$ cat src/rtl/alu_result_buffer.sv
`default_nettype none
// ============================================================================
// Module      : alu_result_buffer
// Description : Two-entry skid FIFO between the ALU and writeback stages.
//               Holds ALU results in order, masks x0 writes, and raises a
//               one-cycle redirect pulse when a taken conditional branch is
//               accepted. Optional macro ALU_RESULT_BUFFER_FWD_EN adds a
//               forwarding view (fwd_valid/fwd_rd/fwd_data) of the newest
//               buffered entry.
// Revision    : 1.0 - initial release
// ============================================================================
module alu_result_buffer #(
  parameter int DATA_W = 32,
  parameter int RD_W   = 5
) (
  input  logic              clk,
  input  logic              rst,
  input  logic              in_valid,
  output logic              in_ready,
  input  logic [DATA_W-1:0] in_result,
  input  logic [RD_W-1:0]   in_rd,
  input  logic              in_we,
  input  logic              in_is_branch,
  input  logic [DATA_W-1:0] in_target,
  input  logic              flush,
  output logic              out_valid,
  input  logic              out_ready,
  output logic [DATA_W-1:0] out_result,
  output logic [RD_W-1:0]   out_rd,
  output logic              out_we,
  output logic              redirect_valid,
  output logic [DATA_W-1:0] redirect_pc
`ifdef ALU_RESULT_BUFFER_FWD_EN
  ,
  output logic              fwd_valid,
  output logic [RD_W-1:0]   fwd_rd,
  output logic [DATA_W-1:0] fwd_data
`endif
);

  // State encoding is the number of buffered entries.
  localparam logic [1:0] c_empty = 2'd0;
  localparam logic [1:0] c_one   = 2'd1;
  localparam logic [1:0] c_full  = 2'd2;

  logic [1:0]        r_state;
  logic [1:0]        w_state_nxt;
  logic              r_in_ready;
  logic              r_redirect_valid;
  logic [DATA_W-1:0] r_redirect_pc;

  // Slot 0 is always the head; slot 1 holds the second entry when FULL.
  // The stored write-enable already has the x0 mask applied.
  logic [DATA_W-1:0] r_slot0_result;
  logic [RD_W-1:0]   r_slot0_rd;
  logic              r_slot0_we;
  logic [DATA_W-1:0] r_slot1_result;
  logic [RD_W-1:0]   r_slot1_rd;
  logic              r_slot1_we;

  logic              w_push;
  logic              w_pop;
  logic              w_in_we_masked;
  logic              w_taken;

  assign w_push         = in_valid & r_in_ready & ~flush;
  assign w_pop          = (r_state != c_empty) & out_ready & ~flush;
  assign w_in_we_masked = in_we & (in_rd != '0);
  assign w_taken        = w_push & in_is_branch & in_result[0];

  // Next-state computation; flush empties the buffer regardless of handshakes.
  always_comb begin
    w_state_nxt = r_state;
    case (r_state)
      c_empty: if (w_push) w_state_nxt = c_one;
      c_one: begin
        if (w_push && !w_pop)      w_state_nxt = c_full;
        else if (!w_push && w_pop) w_state_nxt = c_empty;
        else                       w_state_nxt = c_one;
      end
      c_full:  if (w_pop) w_state_nxt = c_one;
      default: w_state_nxt = c_empty;
    endcase
    if (flush) w_state_nxt = c_empty;
  end

  // Control registers: occupancy, registered ready, and redirect pulse.
  always_ff @(posedge clk) begin
    if (rst) begin
      r_state          <= c_empty;
      r_in_ready       <= 1'b1;
      r_redirect_valid <= 1'b0;
      r_redirect_pc    <= '0;
    end else begin
      r_state          <= w_state_nxt;
      r_in_ready       <= (w_state_nxt != c_full);
      r_redirect_valid <= w_taken;
      if (w_taken) r_redirect_pc <= in_target;
    end
  end

  // Entry storage: load head when it is (or is about to be) free, else the
  // second slot; on a pop from FULL the second entry shifts into the head.
  always_ff @(posedge clk) begin
    if (rst) begin
      r_slot0_result <= '0;
      r_slot0_rd     <= '0;
      r_slot0_we     <= 1'b0;
      r_slot1_result <= '0;
      r_slot1_rd     <= '0;
      r_slot1_we     <= 1'b0;
    end else if (w_push && ((r_state == c_empty) || ((r_state == c_one) && w_pop))) begin
      r_slot0_result <= in_result;
      r_slot0_rd     <= in_rd;
      r_slot0_we     <= w_in_we_masked;
    end else if (w_push && (r_state == c_one)) begin
      r_slot1_result <= in_result;
      r_slot1_rd     <= in_rd;
      r_slot1_we     <= w_in_we_masked;
    end else if (w_pop && (r_state == c_full)) begin
      r_slot0_result <= r_slot1_result;
      r_slot0_rd     <= r_slot1_rd;
      r_slot0_we     <= r_slot1_we;
    end
  end

  assign in_ready       = r_in_ready;
  assign out_valid      = (r_state != c_empty);
  assign out_result     = r_slot0_result;
  assign out_rd         = r_slot0_rd;
  assign out_we         = r_slot0_we;
  assign redirect_valid = r_redirect_valid;
  assign redirect_pc    = r_redirect_pc;

`ifdef ALU_RESULT_BUFFER_FWD_EN
  // Tail view: the newest entry is the head when ONE, slot 1 when FULL.
  always_comb begin
    fwd_valid = 1'b0;
    fwd_rd    = r_slot0_rd;
    fwd_data  = r_slot0_result;
    if (r_state == c_full) begin
      fwd_valid = r_slot1_we;
      fwd_rd    = r_slot1_rd;
      fwd_data  = r_slot1_result;
    end else if (r_state == c_one) begin
      fwd_valid = r_slot0_we;
    end
  end
`endif

endmodule
`default_nettype wire
$ cat config.mk
export PLATFORM = sky130hd
export DESIGN_NAME = alu_result_buffer
export DESIGN_NICKNAME = d
export VERILOG_FILES = /design/src/rtl/alu_result_buffer.sv
export SDC_FILE = /design/constraint.sdc
export NUM_CORES = 1
export LEC_CHECK = 0
export BUFFER_PORTS_ARGS = -buffer_cell sky130_fd_sc_hd__buf_2
export CAP_MARGIN = 20
export CORE_MARGIN = 1.5
export CORE_UTILIZATION = 52
export DETAILED_ROUTE_END_ITERATION = 6
export PLACE_DENSITY = 0.86
export SKIP_LAST_GASP = 1
export SYNTH_ARGS = -nofsm -noshare
export SYNTH_HDL_FRONTEND = slang
export SYNTH_SLANG_ARGS = --single-unit
$ cat constraint.sdc
create_clock -name clk -period 2.23 [get_ports clk]
set_clock_uncertainty 0.05 [all_clocks]
set_input_delay 0.446 -clock clk [delete_from_list [all_inputs] [get_ports clk]]
set_output_delay 0.446 -clock clk [all_outputs]
set_load 0.005 [all_outputs]
==> impl_metrics.py, run 1 <==
metrics = {
    "worst_hold_path": {
        "worst_hold_path.num_cells": 3,
        "worstHoldPathType": "input pin to flop",
        "holdCritStartpoint": "in_target[9]",
    },
    "setup_path": {
        "crit_type": "flop to flop",
        "worstPathArrival_ps": 1980,
        "crit-reg2reg-launch": "r_state[0]",
        "startpoint": "r_state[0]",
        "worst-endpoint-required_ps": 2440,
        "crit_path_max_fanout": 26,
        "setup.worst_path.start_class": "flop",
        "rrSetupSlack_ps": 460,
        "reg2reg_depth": 4,
        "cp_capture_type": "flop",
    },
    "clock_network": {
        "cts_tree": "yes",
        "cts_num_sinks": 112,
        "tritoncts.num_buffers": 9,
        "post_cts_resize_count": 0,
        "cts_htree_levels": 3,
        "insertion_delay_ps": 360,
        "cts_buffer_depth": 2,
        "cts_setup_buffers": 0,
        "holdBufCountCts": 0,
        "clk_transition_reported_paths_ps": 110,
        "cts.root.buffer_cell": "sky130_fd_sc_hd__clkbuf_8",
    },
    "pwr": {
        "p_per_area_nw_per_um2": 654.4,
        "peakVddDrop_mv": 0.4498,
        "leakage_nw": 2.224,
    },
    "timing": {
        "tightest_slew_margin_relative_to_the_limit_pct": 59.63,
        "grt_setup_unrepaired": "false",
        "finalCritPeriodShare_pct": 79.38,
        "setup_viol": 0,
        "slew_violations": 0,
        "clock.fmax_mhz": 564.9,
        "setup_ws_ps": 459.9,
        "final_critical_period_ps": 1770,
        "fin_setup_tns_ps": 0,
        "timing_worst_slew_pin_value_ps": 605.6,
        "count_of_final_hold_check_violations": 0,
    },
    "cells_and_area": {
        "most_common_library_cell_in_the_layout_ignoring_fill_and_taps": "sky130_fd_sc_hd__buf_2",
        "fillCellCount": 774,
        "final_nets": 754,
        "diodes_inserted": 0,
        "drive_gt1_share_pct": 33.09,
        "area_growth_syn_to_layout_pct": 17.59,
        "layout_common_cells": "sky130_fd_sc_hd__buf_2, sky130_fd_sc_hd__dfxtp_1, sky130_fd_sc_hd__nand2_1",
    },
    "placement": {
        "detailedPlacementHpwl_um": 8862,
        "dpl_worst_slack_ps": 296.1,
        "gp_routability_congestion": 0.8141,
        "placement.io_buffers": 148,
    },
    "job": {
        "maxCapViolCount": 0,
    },
    "floorplanning": {
        "die_w_um": 100.4,
        "floorplan.rows": 35,
        "core_area_sq_um": 9196,
        "die_h_um": 100.4,
        "ioPinCount": 149,
        "die-area_sq_um": 10070,
        "initial_standard_cell_utilization_of_the_core_pct": 53.61,
    },
    "logic_synthesis": {
        "syn-instance-count": 563,
        "flip_flop_and_latch_count_after_synthesis": 112,
        "netlist_area_sq_um": 4930,
        "syn_area_per_cell_sq_um": 8.756,
        "unique_masters_post_synth": 31,
        "yosysWarningCount": 0,
        "net_count_after_synthesis": 639,
        "yosysSeqAreaShare_pct": 45.48,
    },
    "run_status": {
        "violations": "design-rule violations",
        "run_status": "complete, but fails checks",
    },
    "drt": {
        "post_dr_vias_cell": 6.035,
        "wl_um": 13120,
        "routedWlPerCell_um": 16.52,
        "dr_total_vias": 4792,
        "drt_first_pass_iters": 7,
        "drt_iter0_markers": 281,
        "drc": 1,
        "ant_nets": 0,
    },
    "global_route": {
        "grt_max_degree": 67,
        "initial_antenna_violation_count": 0,
        "global_route_wire_length_before_repair_um": 21090,
        "first_global_vias": 4562,
        "grt_overall_usage_pct": 25.77,
        "grt_remaining_overflow": 0,
    },
}
==> stage by stage <==
stage                     hold slack, ps  util [%]  instances  power (mW)  instance area [sq um]
after global routing               254.2     63.03        794       3.949                   5797
final                              273.0     63.03        794       3.794                   5797
after detailed placement           413.9     60.84        778       2.601                   5595
after CTS                          252.9     63.03        794       3.815                   5797
after floorplan                    403.5         -        563       2.410                   4930
after global placement             408.4     60.84        778       2.580                   5595
==> power breakdown <==
part / total, mW / switching (mW) / internal, mW / leakage [nW]
logic: 0.461 / 0.272 / 0.189 / 1.21
clock network: 1.23 / 0.701 / 0.533 / 0.101
registers: 2.10 / 0.0344 / 2.06 / 0.911
total: 3.79 / 1.01 / 2.79 / 2.22
==> final timing paths <==
check                     to
max           out_result[29]
max reg2reg   out_result[29]
min reg2reg  redirect_pc[10]
min           redirect_pc[9]
==> cell type report <==
| type | instances | area, sq um | area share (%) |
|---|---|---|---|
| clock buffer | 9 | 123.9 | 2.137 |
| clock inverter | 7 | 77.57 | 1.338 |
| inverter | 1 | 3.754 | 0.06475 |
| multi-input combinational | 387 | 2312 | 39.89 |
| sequential | 112 | 2242 | 38.68 |
| tap | 111 | 138.9 | 2.396 |
| timing repair buffer | 167 | 898.4 | 15.50 |
==> state kept, by name, indices dropped and copies added (netlist names), 2 cells and up <==
register / count
r_slot1_result: 32
r_state: 2
redirect_pc: 32
out_result: 32
out_rd: 5
r_slot1_rd: 5
==> routing by layer <==
layer | vias up | GRT usage (%) | part of all wire, %
met2 | 224 | 43.33 | 51
met1 | 2269 | 32.71 | 41
li1 | 2265 | - | -
met4 | 0 | 11.05 | 2.3
met3 | 34 | 4.318 | 5.9
met5 | - | 0 | 0
==> logic make-up after synthesis <==
logic type,after synthesis,synth area share (%)
simple gates,201,19.92
compound gates,184,26.32
flops,112,45.48
buf+inv,64,7.868
mux,2,0.4061
==> synth_stat cells <==
master | n | share of area (%)
sky130_fd_sc_hd__a21oi_1 | 72 | 7.3
sky130_fd_sc_hd__inv_1 | 1 | 0.076
sky130_fd_sc_hd__o21ai_0 | 69 | 7.0
sky130_fd_sc_hd__clkbuf_2 | 2 | 0.20
sky130_fd_sc_hd__buf_6 | 5 | 1.1
sky130_fd_sc_hd__or3_1 | 2 | 0.25
sky130_fd_sc_hd__mux2i_1 | 2 | 0.41
sky130_fd_sc_hd__nor3_1 | 38 | 3.9
sky130_fd_sc_hd__buf_4 | 13 | 2.0
sky130_fd_sc_hd__clkbuf_1 | 20 | 1.5
sky130_fd_sc_hd__nand3_1 | 70 | 7.1
sky130_fd_sc_hd__nand4bb_2 | 1 | 0.33
sky130_fd_sc_hd__and3b_1 | 1 | 0.18
sky130_fd_sc_hd__a311oi_2 | 37 | 11
sky130_fd_sc_hd__dfxtp_1 | 112 | 45
sky130_fd_sc_hd__nand3b_1 | 1 | 0.15
sky130_fd_sc_hd__or4_1 | 2 | 0.30
sky130_fd_sc_hd__and4bb_1 | 2 | 0.51
sky130_fd_sc_hd__nand2_1 | 75 | 5.7
sky130_fd_sc_hd__buf_8 | 3 | 0.91
sky130_fd_sc_hd__nand4bb_1 | 1 | 0.23
sky130_fd_sc_hd__o2111ai_1 | 1 | 0.18
sky130_fd_sc_hd__and2_1 | 1 | 0.13
sky130_fd_sc_hd__nor4_1 | 1 | 0.13
sky130_fd_sc_hd__buf_2 | 20 | 2.0
sky130_fd_sc_hd__o22ai_1 | 2 | 0.25
sky130_fd_sc_hd__nand2_8 | 1 | 0.41
sky130_fd_sc_hd__nor2b_1 | 3 | 0.38
sky130_fd_sc_hd__o21ai_1 | 3 | 0.30
sky130_fd_sc_hd__or2_2 | 1 | 0.13
sky130_fd_sc_hd__nand2b_1 | 1 | 0.13
==> worst max-delay path: stages, from the launching register on <==
cell and delay, ps:
sky130_fd_sc_hd__dfxtp_1 460, sky130_fd_sc_hd__nand4bb_2 360, sky130_fd_sc_hd__buf_4 370, sky130_fd_sc_hd__nand2_1 140, sky130_fd_sc_hd__a311oi_2 280
No activity file was read; power rests on OpenSTA's default activity.
==> run 2: changes to the inputs <==
--- a/config.mk
+++ b/config.mk
@@ -8,9 +8,9 @@
 export BUFFER_PORTS_ARGS = -buffer_cell sky130_fd_sc_hd__buf_2
 export CAP_MARGIN = 20
 export CORE_MARGIN = 1.5
-export CORE_UTILIZATION = 52
+export CORE_UTILIZATION = 51
 export DETAILED_ROUTE_END_ITERATION = 6
-export PLACE_DENSITY = 0.86
+export PLACE_DENSITY = 0.84
 export SKIP_LAST_GASP = 1
 export SYNTH_ARGS = -nofsm -noshare
 export SYNTH_HDL_FRONTEND = slang
==> constraint.sdc (replaced) <==
create_clock -name clk -period 1.7 [get_ports clk]
set_clock_uncertainty 0.05 [all_clocks]
set_input_delay 0.34 -clock clk [delete_from_list [all_inputs] [get_ports clk]]
set_output_delay 0.34 -clock clk [all_outputs]
set_load 0.005 [all_outputs]
==> impl_metrics.py, run 2 (same netlist as run 1, synthesis figures left out) <==
metrics = {
    "cells_and_area": {
        "layout_common_cells": "sky130_fd_sc_hd__buf_2, sky130_fd_sc_hd__dfxtp_1, sky130_fd_sc_hd__nand2_1",
        "most_common_library_cell_in_the_layout_ignoring_fill_and_taps": "sky130_fd_sc_hd__buf_2",
        "area_growth_syn_to_layout_pct": 19.47,
        "final_nets": 757,
        "drive_gt1_share_pct": 33.38,
        "diodes_inserted": 0,
    },
    "worst_hold_path": {
        "worst_hold_path.num_cells": 3,
        "holdCritStartpoint": "in_target[15]",
        "worst_hold_path.endpoint": "redirect_pc[15]",
        "worstHoldPathType": "input pin to flop",
    },
    "pwr": {
        "leakage_nw": 2.249,
        "peakVddDrop_mv": 0.3977,
        "p_per_area_nw_per_um2": 859.5,
        "post-layout-total-power_mw": 5.062,
    },
    "setup_path": {
        "crit-reg2reg-launch": "r_state[1]",
        "worst-endpoint-required_ps": 1310,
        "setup.worst_path.start_class": "flop",
        "crit_path_max_fanout": 9,
        "cp_capture_type": "output pin",
        "reg2reg_depth": 4,
        "rrSetupSlack_ps": 130,
        "crit_type": "flop to output pin",
        "worstPathArrival_ps": 1210,
        "timing.rr.end": "out_result[16]",
    },
    "drt": {
        "wl_um": 13090,
        "drt_iter0_markers": 298,
        "drc": 0,
        "drt_first_pass_iters": 5,
        "dr_total_vias": 4778,
        "routedWlPerCell_um": 16.07,
        "ant_nets": 0,
        "post_dr_vias_cell": 5.863,
    },
    "floorplanning": {
        "die_h_um": 101.3,
        "ioPinCount": 149,
        "die-area_sq_um": 10260,
        "floorplan.rows": 35,
        "initial_standard_cell_utilization_of_the_core_pct": 53.10,
        "core_area_sq_um": 9284,
        "die_w_um": 101.3,
    },
    "clock_network": {
        "holdBufCountCts": 0,
        "cts_tree": "yes",
        "insertion_delay_ps": 370,
        "cts.root.buffer_cell": "sky130_fd_sc_hd__clkbuf_8",
        "clk_transition_reported_paths_ps": 110,
        "cts_setup_buffers": 0,
        "post_cts_resize_count": 0,
        "cts_buffer_depth": 2,
        "cts_num_sinks": 112,
        "tritoncts.num_buffers": 9,
        "cts_htree_levels": 3,
    },
    "timing": {
        "finalCritPeriodShare_pct": 94.11,
        "clock.fmax_mhz": 625.0,
        "setup_viol": 0,
        "setup_ws_ps": 100.1,
        "tightest_slew_margin_relative_to_the_limit_pct": 65.87,
        "final_critical_period_ps": 1600,
        "timing_worst_slew_pin_value_ps": 512.0,
        "fin_setup_tns_ps": 0,
        "slew_violations": 0,
        "fin_hold_ws_ps": 153.1,
        "grt_setup_unrepaired": "false",
        "count_of_final_hold_check_violations": 0,
    },
    "job": {
        "maxCapViolCount": 0,
    },
    "placement": {
        "placement.io_buffers": 148,
        "gp_routability_congestion": 0.7894,
        "detailedPlacementHpwl_um": 8727,
        "dpl_worst_slack_ps": 65.26,
    },
    "global_route": {
        "first_global_vias": 4600,
        "grt_remaining_overflow": 0,
        "global_route_wire_length_before_repair_um": 21510,
        "grt_max_degree": 63,
        "initial_antenna_violation_count": 0,
        "grt_overall_usage_pct": 25.86,
    },
    "run_status": {
        "run_status": "finished, final reports clean",
    },
}
==> run 2: worst max-delay path by stage <==
stage / start / end / slack [ps] / cells after the start
2_1_floorplan: flush / out_rd[0] / 370 / 5
3_3_place_gp: out_ready / r_slot1_result[31] / 150 / 5
3_5_place_dp: flush / out_result[16] / 70 / 5
4_1_cts: r_state[1] / out_valid / 90 / 2
5_1_grt: r_state[1] / out_result[16] / 10 / 4
6_report: r_state[1] / out_valid / 100 / 2
==> run 2: final cells by class <==
| type | count | area, sq um |
|---|---|---|
| multi-input cells | 387 | 2312 |
| well taps | 129 | 161.4 |
| fillers | 821 | 3395 |
| clock buffers | 9 | 123.9 |
| clock inverters | 7 | 87.58 |
| inverters | 1 | 3.754 |
| repair buffers | 170 | 958.4 |
| flip-flops and latches | 112 | 2242 |
==> run 2: where the power goes <==
part / switching, mW / leakage (nW) / internal, mW
sequential: 0.0460 / 0.911 / 2.71
clock: 0.975 / 0.101 / 0.716
combinational: 0.358 / 1.24 / 0.258
total: 1.38 / 2.25 / 3.68
==> run 2: metal layers <==
layer  track usage, %  wire, um
met2            44.09      6626
met1            32.59      5448
met3            3.658       689
met4            11.54       330
met5                0         0
==> run 2: critical path, cell delays in order, from the launching register on <==
cell and delay [ps]:
sky130_fd_sc_hd__dfxtp_1 390, sky130_fd_sc_hd__or2_2 310, sky130_fd_sc_hd__buf_2 150
==> run 2: metrics by stage <==
stage	cells	instance area [sq um]	util (%)
after floorplan	563	4930	-
after global placement	799	5678	61.16
after detailed placement	799	5678	61.16
after CTS	815	5889	63.44
after global routing	815	5889	63.44
final	815	5889	63.44
